[config.mk]
export PLATFORM = sky130hd
export DESIGN_NAME = display_buffer_writer
export DESIGN_NICKNAME = d
export VERILOG_FILES = /design/src/rtl/display_buffer_pkg.sv /design/src/rtl/display_buffer_writer_ctrl_toggle_detect.sv /design/src/rtl/display_buffer_writer.sv
export SDC_FILE = /design/constraint.sdc
export NUM_CORES = 1
export LEC_CHECK = 0
export CELL_PAD_IN_SITES_DETAIL_PLACEMENT = 1
export CELL_PAD_IN_SITES_GLOBAL_PLACEMENT = 2
export CORE_MARGIN = 2
export CORE_UTILIZATION = 31
export CTS_CLUSTER_SIZE = 10
export DETAILED_ROUTE_END_ITERATION = 10
export PLACE_DENSITY_LB_ADDON = 0.25
export SLEW_MARGIN = 20
export SYNTH_ARGS = -nofsm -noshare
export SYNTH_HDL_FRONTEND = slang
export SYNTH_HIERARCHICAL = 1
export SYNTH_SLANG_ARGS = --single-unit
[constraint.sdc]
create_clock -name clk_clk -period 3.4 [get_ports clk_clk]
set_input_delay 0.51 -clock clk_clk [delete_from_list [all_inputs] [get_ports clk_clk]]
set_output_delay 0.51 -clock clk_clk [all_outputs]
set_load 0.1 [all_outputs]
[src/rtl/display_buffer_pkg.sv]
// Shared constants for the display-buffer PIO writer: ctrl field positions,
// status bit positions and the writer state enum.
package display_buffer_pkg;

  localparam int unsigned CTRL_WR       = 0;
  localparam int unsigned CTRL_AUTOINC  = 1;
  localparam int unsigned CTRL_PTR      = 2;
  localparam int unsigned CTRL_CHSEL_LO = 3;
  localparam int unsigned CTRL_CHSEL_HI = 4;
  localparam int unsigned CTRL_BCAST    = 5;
  localparam int unsigned CTRL_CLR      = 6;
  localparam int unsigned CTRL_SWAP     = 7;

  localparam int unsigned STAT_BUSY     = 7;
  localparam int unsigned STAT_SWAP_PND = 6;
  localparam int unsigned STAT_DROPPED  = 5;

  typedef enum logic {
    S_IDLE  = 1'b0,
    S_CLEAR = 1'b1
  } state_e;

endpackage

[src/rtl/display_buffer_writer_ctrl_toggle_detect.sv]
// Turns the level-style PIO ctrl export into one-cycle toggle events.
// The first cycle after reset only captures the current ctrl value.
module ctrl_toggle_detect (
  input  logic       clk_i,
  input  logic       rst_i,
  input  logic [7:0] ctrl_i,
  output logic [7:0] event_o
);

  logic [7:0] prev_q;
  logic       armed_q;

  always_ff @(posedge clk_i or posedge rst_i) begin
    if (rst_i) begin
      prev_q  <= 8'h00;
      armed_q <= 1'b0;
    end else begin
      prev_q  <= ctrl_i;
      armed_q <= 1'b1;
    end
  end

  assign event_o = armed_q ? (ctrl_i ^ prev_q) : 8'h00;

endmodule

[src/rtl/display_buffer_writer.sv]
// Decodes display_buffer PIO addr/data/ctrl into registered write cycles on CH
// double-banked tile RAMs, with auto-increment, broadcast, back-bank clear and frame-synced swap.
module display_buffer_writer
  import display_buffer_pkg::*;
#(
  parameter int ADDR_W = 11,
  parameter int DATA_W = 32,
  parameter int CH     = 4
) (
  input  logic              clk_clk,
  input  logic              reset_reset,
  input  logic [ADDR_W-1:0] pio_addr,
  input  logic [DATA_W-1:0] pio_data,
  input  logic [7:0]        pio_ctrl,
  input  logic              frame_done,
  output logic [CH-1:0]     ram_we,
  output logic [ADDR_W:0]   ram_addr,
  output logic [DATA_W-1:0] ram_wdata,
  output logic              front_bank,
  output logic              busy,
  output logic [7:0]        status
);

  localparam int CH_W = (CH > 1) ? $clog2(CH) : 1;
  localparam logic [ADDR_W-1:0] ADDR_MAX = '1;

  logic [7:0] ev;
  logic       wr_ev, ptr_ev, clr_ev, swap_ev;
  logic       autoinc, bcast, ch_ok;
  logic [1:0] ch_sel;
  logic [CH_W-1:0] ch_idx;
  logic [CH-1:0]   sel_mask;
  logic [ADDR_W-1:0] wr_addr;
  logic unused_ev;

  state_e            state_q, state_d;
  logic [CH-1:0]     ram_we_q, ram_we_d;
  logic [ADDR_W:0]   ram_addr_q, ram_addr_d;
  logic [DATA_W-1:0] ram_wdata_q, ram_wdata_d;
  logic [ADDR_W-1:0] ptr_q, ptr_d;
  logic [ADDR_W-1:0] clr_addr_q, clr_addr_d;
  logic              front_q, front_d;
  logic              swap_pnd_q, swap_pnd_d;
  logic              dropped_q, dropped_d;

  ctrl_toggle_detect u_tgl (
    .clk_i   (clk_clk),
    .rst_i   (reset_reset),
    .ctrl_i  (pio_ctrl),
    .event_o (ev)
  );

  assign wr_ev     = ev[CTRL_WR];
  assign ptr_ev    = ev[CTRL_PTR];
  assign clr_ev    = ev[CTRL_CLR];
  assign swap_ev   = ev[CTRL_SWAP];
  assign unused_ev = ^{ev[CTRL_AUTOINC], ev[CTRL_BCAST], ev[CTRL_CHSEL_HI:CTRL_CHSEL_LO]};

  assign autoinc = pio_ctrl[CTRL_AUTOINC];
  assign bcast   = pio_ctrl[CTRL_BCAST];
  assign ch_sel  = pio_ctrl[CTRL_CHSEL_HI:CTRL_CHSEL_LO];
  assign ch_idx  = ch_sel[CH_W-1:0];
  assign ch_ok   = bcast || (int'(ch_sel) < CH);
  // A same-cycle pointer load redirects the auto-increment write to pio_addr.
  assign wr_addr = ptr_ev ? pio_addr : ptr_q;

  always_comb begin
    sel_mask = '0;
    for (int i = 0; i < CH; i++) begin
      sel_mask[i] = bcast || (ch_idx == CH_W'(i));
    end
  end

  always_ff @(posedge clk_clk or posedge reset_reset) begin
    if (reset_reset) state_q <= S_IDLE;
    else             state_q <= state_d;
  end

  always_comb begin
    state_d = state_q;
    case (state_q)
      S_IDLE:  if (clr_ev) state_d = S_CLEAR;
      S_CLEAR: if (clr_addr_q == ADDR_MAX) state_d = S_IDLE;
      default: state_d = S_IDLE;
    endcase
  end

  always_comb begin
    ram_we_d    = '0;
    ram_addr_d  = ram_addr_q;
    ram_wdata_d = ram_wdata_q;
    ptr_d       = ptr_q;
    clr_addr_d  = clr_addr_q;
    front_d     = front_q;
    swap_pnd_d  = swap_pnd_q;
    dropped_d   = dropped_q;

    if (ptr_ev) begin
      ptr_d     = pio_addr;
      dropped_d = 1'b0;
    end

    case (state_q)
      S_IDLE: begin
        if (clr_ev) begin
          ram_we_d    = '1;
          ram_addr_d  = {~front_q, {ADDR_W{1'b0}}};
          ram_wdata_d = '0;
          clr_addr_d  = '0;
          if (wr_ev) dropped_d = 1'b1;
        end else if (wr_ev) begin
          if (ch_ok) begin
            ram_we_d    = sel_mask;
            ram_addr_d  = {~front_q, (autoinc ? wr_addr : pio_addr)};
            ram_wdata_d = pio_data;
            if (autoinc) ptr_d = wr_addr + 1'b1;
          end else begin
            dropped_d = 1'b1;
          end
        end
      end
      S_CLEAR: begin
        if (wr_ev || clr_ev) dropped_d = 1'b1;
        // Keep the bank chosen at clear start so the sweep never splits across banks.
        if (clr_addr_q != ADDR_MAX) begin
          ram_we_d    = '1;
          ram_addr_d  = {ram_addr_q[ADDR_W], clr_addr_q + 1'b1};
          ram_wdata_d = '0;
          clr_addr_d  = clr_addr_q + 1'b1;
        end
      end
      default: ;
    endcase

    if (swap_ev) swap_pnd_d = 1'b1;
    if (frame_done && swap_pnd_q && (state_q == S_IDLE)) begin
      front_d    = ~front_q;
      swap_pnd_d = 1'b0;
    end
  end

  always_ff @(posedge clk_clk or posedge reset_reset) begin
    if (reset_reset) begin
      ram_we_q    <= '0;
      ram_addr_q  <= '0;
      ram_wdata_q <= '0;
      ptr_q       <= '0;
      clr_addr_q  <= '0;
      front_q     <= 1'b0;
      swap_pnd_q  <= 1'b0;
      dropped_q   <= 1'b0;
    end else begin
      ram_we_q    <= ram_we_d;
      ram_addr_q  <= ram_addr_d;
      ram_wdata_q <= ram_wdata_d;
      ptr_q       <= ptr_d;
      clr_addr_q  <= clr_addr_d;
      front_q     <= front_d;
      swap_pnd_q  <= swap_pnd_d;
      dropped_q   <= dropped_d;
    end
  end

  assign ram_we     = ram_we_q;
  assign ram_addr   = ram_addr_q;
  assign ram_wdata  = ram_wdata_q;
  assign front_bank = front_q;
  assign busy       = (state_q == S_CLEAR);
  assign status     = {busy, swap_pnd_q, dropped_q, 5'b0};

endmodule

# [Word-level counts from Yosys, hierarchy flattened]
# Cells that the tools add are included.
# W data, S select, Z words.
[word_totals] elab_cells=69 reg_bits=83 output_inout_bits=58 in_bits=54
[classes] eq_ne=8 bitwise_logic=3 mux=32 n_reduce_logical=12 n_addsub=2
[ops] cell="$mux W11" n=9
[ops] cell="$mux W32" n=3
[ops] cell="$pmux W32 S2" n=1
[ops] cell="$mux W12" n=2
[ops] cell="$pmux W12 S2" n=1
[ops] cell="$add A11 B1 Y11 const B" n=2
[ops] cell="$pmux W11 S2" n=1
[ops] cell="$mux W4" n=3
[ops] cell="$eq A11 B11 Y1 const B" n=1
[ops] cell="$ne A11 B11 Y1 const B" n=1
[ops] cell="$mux W1" n=8
[ops] cell="$mux W8" n=1
[ops] cell="$pmux W4 S2" n=1
[ops] cell="$xor A8 B8 Y8" n=1
[ops] cell="$reduce_and A2 Y1" n=3
[ops] cell="$logic_or A1 B1 Y1" n=5
[ops] cell="$eq A2 B2 Y1 const B" n=2
[ops] cell="$pmux W1 S2" n=2
[ops] cell="$ne A3 B3 Y1 const B" n=1
[ops] cell="$eq A2 B1 Y1 const B" n=1
[ops] cell="$logic_and A1 B1 Y1" n=2
[ops] cell="$logic_not A2 Y1" n=1
[ops] cell="$ne A2 B1 Y1 const B" n=1
[ops] cell="$ne A2 B2 Y1 const B" n=1
[ops] cell="2 further kinds" n=3

# [Longest topological paths before layout]
[depth] ltp_word=8 ltp_mapped=9 ltp_nobuf=8

# [Modules after synthesis]
# The synthesis kept the hierarchy.
[modules_own_cells] mod="display_buffer_writer" cells_each=391 seq_area_each_um2=1851.8 area_each_um2=3682.3 instances=1
[modules_own_cells] mod="ctrl_toggle_detect" cells_each=27 seq_area_each_um2=225.2 area_each_um2=352.8 instances=1

# [Worst setup path after synthesis]
# OpenSTA, ideal clock, no wires.
[synth_timing] path_kind="register -> register" startpoint="reg state_q, in the netlist busy" endpoint="reg ram_addr_q[3], in the netlist ram_addr[3]" t_arrival_ps=2178 required_ps=3274 path_slack_ps=1097 path_buffers=1 path_stages_with_launch=5 synth_period_minus_slack_ps=2303 cell_sequence="dfrtp_1 -> nand4_1 -> o32ai_4 -> buf_6 -> mux2_2"
[synth_via] elab_chain_cells=3
[synth_rtl] item="start, declared" line="display_buffer_writer.sv:36" rtl="state_e state_q, state_d;"
[synth_rtl] item="start signal, assigned" line="display_buffer_writer.sv:76" rtl="else state_q <= state_d;"
[synth_rtl] item="$not A1 Y1 (no source line)"
[synth_rtl] item="$ne A3 B3 Y1 (no source line)"
[synth_rtl] item="$reduce_and A2 Y1 (no source line)"
[synth_rtl] item="end signal, assigned" line="display_buffer_writer.sv:154" rtl="ram_addr_q <= ram_addr_d;"
[synth_rtl] item="end, declared" line="display_buffer_writer.sv:38" rtl="logic [ADDR_W:0] ram_addr_q, ram_addr_d;"
# Several ways; a longest one is shown, not always the timed one. The select of a mux whose other input is x is not followed.
# A chain may end at the register's enable or synchronous reset.

# [Final worst setup path]
[layout_timing] startpoint="in pio_ctrl[2]" endpoint="reg ptr_q[10]"
[layout_via] elab_chain_cells=8
[layout_rtl] item="start, declared" line="display_buffer_writer.sv:14" rtl="input logic [7:0] pio_ctrl,"
[layout_rtl] item="$xor A8 B8 Y8 (*)" line="display_buffer_writer_ctrl_toggle_detect.sv:23" rtl="assign event_o = armed_q ? (ctrl_i ^ prev_q) : 8'h00;"
[layout_rtl] item="$mux W8 (*)" line="display_buffer_writer_ctrl_toggle_detect.sv:23"
[layout_rtl] item="net ev[2]" line="display_buffer_writer.sv:27" rtl="logic [7:0] ev;"
[layout_rtl] item="$mux W11 (*)" line="display_buffer_writer.sv:65, display_buffer_writer.sv:98"
[layout_rtl] item="$add A11 B1 Y11" line="display_buffer_writer.sv:116" rtl="if (autoinc) ptr_d = wr_addr + 1'b1;"
[layout_rtl] item="$mux W11" line="display_buffer_writer.sv:116"
[layout_rtl] item="$mux W11" line="display_buffer_writer.sv:111" rtl="end else if (wr_ev) begin"
[layout_rtl] item="$mux W11" line="display_buffer_writer.sv:105" rtl="if (clr_ev) begin"
[layout_rtl] item="$mux W11 (*)" line="display_buffer_writer.sv:103" rtl="case (state_q)"
[layout_rtl] item="net ptr_d[10]" line="display_buffer_writer.sv:40" rtl="logic [ADDR_W-1:0] ptr_q, ptr_d;"
[layout_rtl] item="end signal, assigned" line="display_buffer_writer.sv:156" rtl="ptr_q <= ptr_d;"
[layout_rtl] item="end, declared" line="display_buffer_writer.sv:40"
# The timed path passes the listed nets; every way through them passes the cells marked *.

==> impl_metrics.csv <==
group,metric,value,unit
power,p_leak,2.13,nW
clock_network,cts_resized,0,
synth,synth.avg_cell_area,9.54,um2
sta,min_period,2.47,ns
drt,antenna_left,0,
clock_network,clock_latency,0.34,ns
cells_and_area,fillCellCount,1412,
drt,vias,3175,
die,dieArea,13400,um2
flow_run,maxCapViolCount,0,
power,clkPwrFrac,28.1,%
sta,fin_setup_tns,0,ns
synth,synth_cells,406,
cells_and_area,final_layout_size_suffix_gt1_share,7.45,%
critical_path,critical_path.startpoint_type,"input port",
clock_network,cts_tree,"done",
critical_path,r2r-end,"ram_wdata[5]",
power,power_density,606,nW/um2
synth,syn_area,3870,um2
sta,clock_skew,0.00441,ns
critical_path,crit_family,"buffers and inverters",
clock_network,clkSlewWorstSetupHoldPaths,0.06,ns
sta,layout_setup_ws,0.925,ns
critical_path,r2r_cells,6,
global_routing,overflow,0,
cells_and_area,multi_input_area,1700,um2
critical_path,worstPathArrival,2.72,ns
cells_and_area,seqCellArea,1980,um2
global_routing,antenna_found_initial,0,
cells_and_area,antenna-diode-count,0,
global_routing,grt_usage,16.5,%
cells_and_area,nNetsFinal,562,
power,peakVddDrop,0.282,mV
drt,routed_wl,10600,um
cells_and_area,layout_commonest_cell,"clkdlybuf4s50_1",
place,dp_hpwl,7920,um
drt,drc,0,
die,fp.dieW,116,um
clock_network,hold_buffers,0,
critical_path,worstReg2RegStart,"u_tgl/prev_q[6]",
die,row_count,40,
power,pwr-share-comb,34.3,%
sta,worst_slew_pin_slew,1.02,ns
critical_path,cp-end-kind,"flip-flop",
critical_path,path_cells,"clkdlybuf4s50_1 -> xor2_1 -> and2_1 -> mux2i_1 -> inv_1 -> ha_1 -> nand3_1 -> nor3b_1 -> xnor2_1",
die,dieHeight,116,um
critical_path,worst-path-stages,9,
power,p_int,1.93,mW
drt,wl_per_cell,15.7,um
sta,rsz0062_at_grt,"no",
sta,maxSlewViolCount,0,
power,netSwitchingPower,1.29,mW
global_routing,grt_pass1_wl,17000,um
cells_and_area,final_cell_mix,"clkdlybuf4s50_1, nand2_1, dfrtp_1",
power,swShare,39.9,%
sta,setup_violations,0,
drt,first_pass_iters,4,
place,place_congestion,0.762,
critical_path,critPathLaunch,"pio_ctrl[2]",
place,post-place-ws,0.540,ns
critical_path,r2r_slack,1.15,ns
critical_path,crit_type,"in -> reg",
critical_path,critPathSlowestCell,"clkdlybuf4s50_1",
critical_path,critical_path.endpoint,"ptr_q[10]",
sta,fin_crit_sh,72.8,%
die,core_area,12100,um2
global_routing,grt_pass1_vias,3223,
power,pwr-share-seq,37.6,%
drt,vias_per_cell,4.68,
clock_network,clock_path_buffers,2,
sta,hold_violations,0,
cells_and_area,syn_to_final_growth,37.2,%
clock_network,numCtsBuffers,9,
sta,slew_headroom,32.0,%
clock_network,h-tree-depth,3,
place,numPortBuffers,106,
global_routing,grt_start_max_net_pins,83,
status,outcome,"complete, no violations",
critical_path,slowest_delay,0.49,ns
clock_network,postCtsSetupRepairBufs,0,
critical_path,cp_data_required_time,3.65,ns
min_path,hold_class,"in -> async",
die,initial_core_util,32.0,%
critical_path,critPathBufInv,2,
clock_network,clock-sinks,79,
drt,drt_iter0_markers,115,
sta,max_freq,404,MHz
clock_network,ctsRootBufferMaster,"clkbuf_16",
die,ios,112,
critical_path,cp_max_fo,6,
synth,yosys_warnings,6,
==> area by class of cell <==
| cell class | count | share of cell area [%] |
|---|---|---|
| Clock buffer | 10 | 4.50 |
| Clock inverter | 5 | 0.659 |
| Inverter | 10 | 0.706 |
| Multi-Input combinational cell | 293 | 31.9 |
| Sequential cell | 79 | 37.2 |
| Tap cell | 168 | 3.95 |
| Timing Repair Buffer | 113 | 21.0 |
==> per-stage QoR <==
step	hold slack (ns)	cells	area (um2)	total power, mW	util [%]
floorplan	0.289	410	3890	2.02	-
global placement	0.462	663	5040	2.32	41.6
detailed placement	0.473	663	5040	2.34	41.6
CTS	0.416	678	5320	3.25	43.9
global route	0.440	678	5320	3.39	43.9
finish	0.426	678	5320	3.22	43.9
==> worst reg2reg max path, cell delays in order, from the launching register on <==
cell and delay [ns]:
dfrtp_1 0.38, xor2_1 0.16, and2_1 0.25, or2_2 0.48
o32ai_4 0.31, buf_12 0.33, o21ai_0 0.21
==> power groups by stage <==
stage / combinational, mW / sequential, mW / clock [mW]
2_1_floorplan: 0.378 / 1.64 / 0
3_3_place_gp: 1.09 / 1.23 / 0
3_5_place_dp: 1.11 / 1.23 / 0
4_1_cts: 1.12 / 1.21 / 0.924
5_1_grt: 1.18 / 1.24 / 0.967
6_report: 1.10 / 1.21 / 0.906
==> worst min path at each step <==
stage,start,to
finish,reset_reset,u_tgl/prev_q[2]
global route,reset_reset,u_tgl/prev_q[7]
CTS,reset_reset,u_tgl/prev_q[7]
detailed placement,ram_wdata[22],ram_wdata[22]
global placement,ram_wdata[25],ram_wdata[25]
floorplan,reset_reset,u_tgl/armed_q
==> metal layers <==
metal / wire (um) / up-vias / part of all wire, % / global-route usage [%]
met5: 0 / - / 0 / 0
met4: 186 / 0 / 1.7 / 6.67
met3: 440 / 14 / 4.1 / 2.93
met2: 4930 / 71 / 46 / 26.0
met1: 5080 / 1540 / 48 / 22.6
li1: - / 1550 / - / -
==> sequential cells by signal (all words and copies together), names as in the netlist <==
register / flops
swap_pnd_q: 1
ptr_q: 11
u_tgl/armed_q: 1
ram_addr: 12
ram_wdata: 32
front_bank: 1
u_tgl/prev_q: 4
clr_addr_q: 11
dropped_q: 1
busy: 1
ram_we: 4
Power figures use the tool's default switching activity.
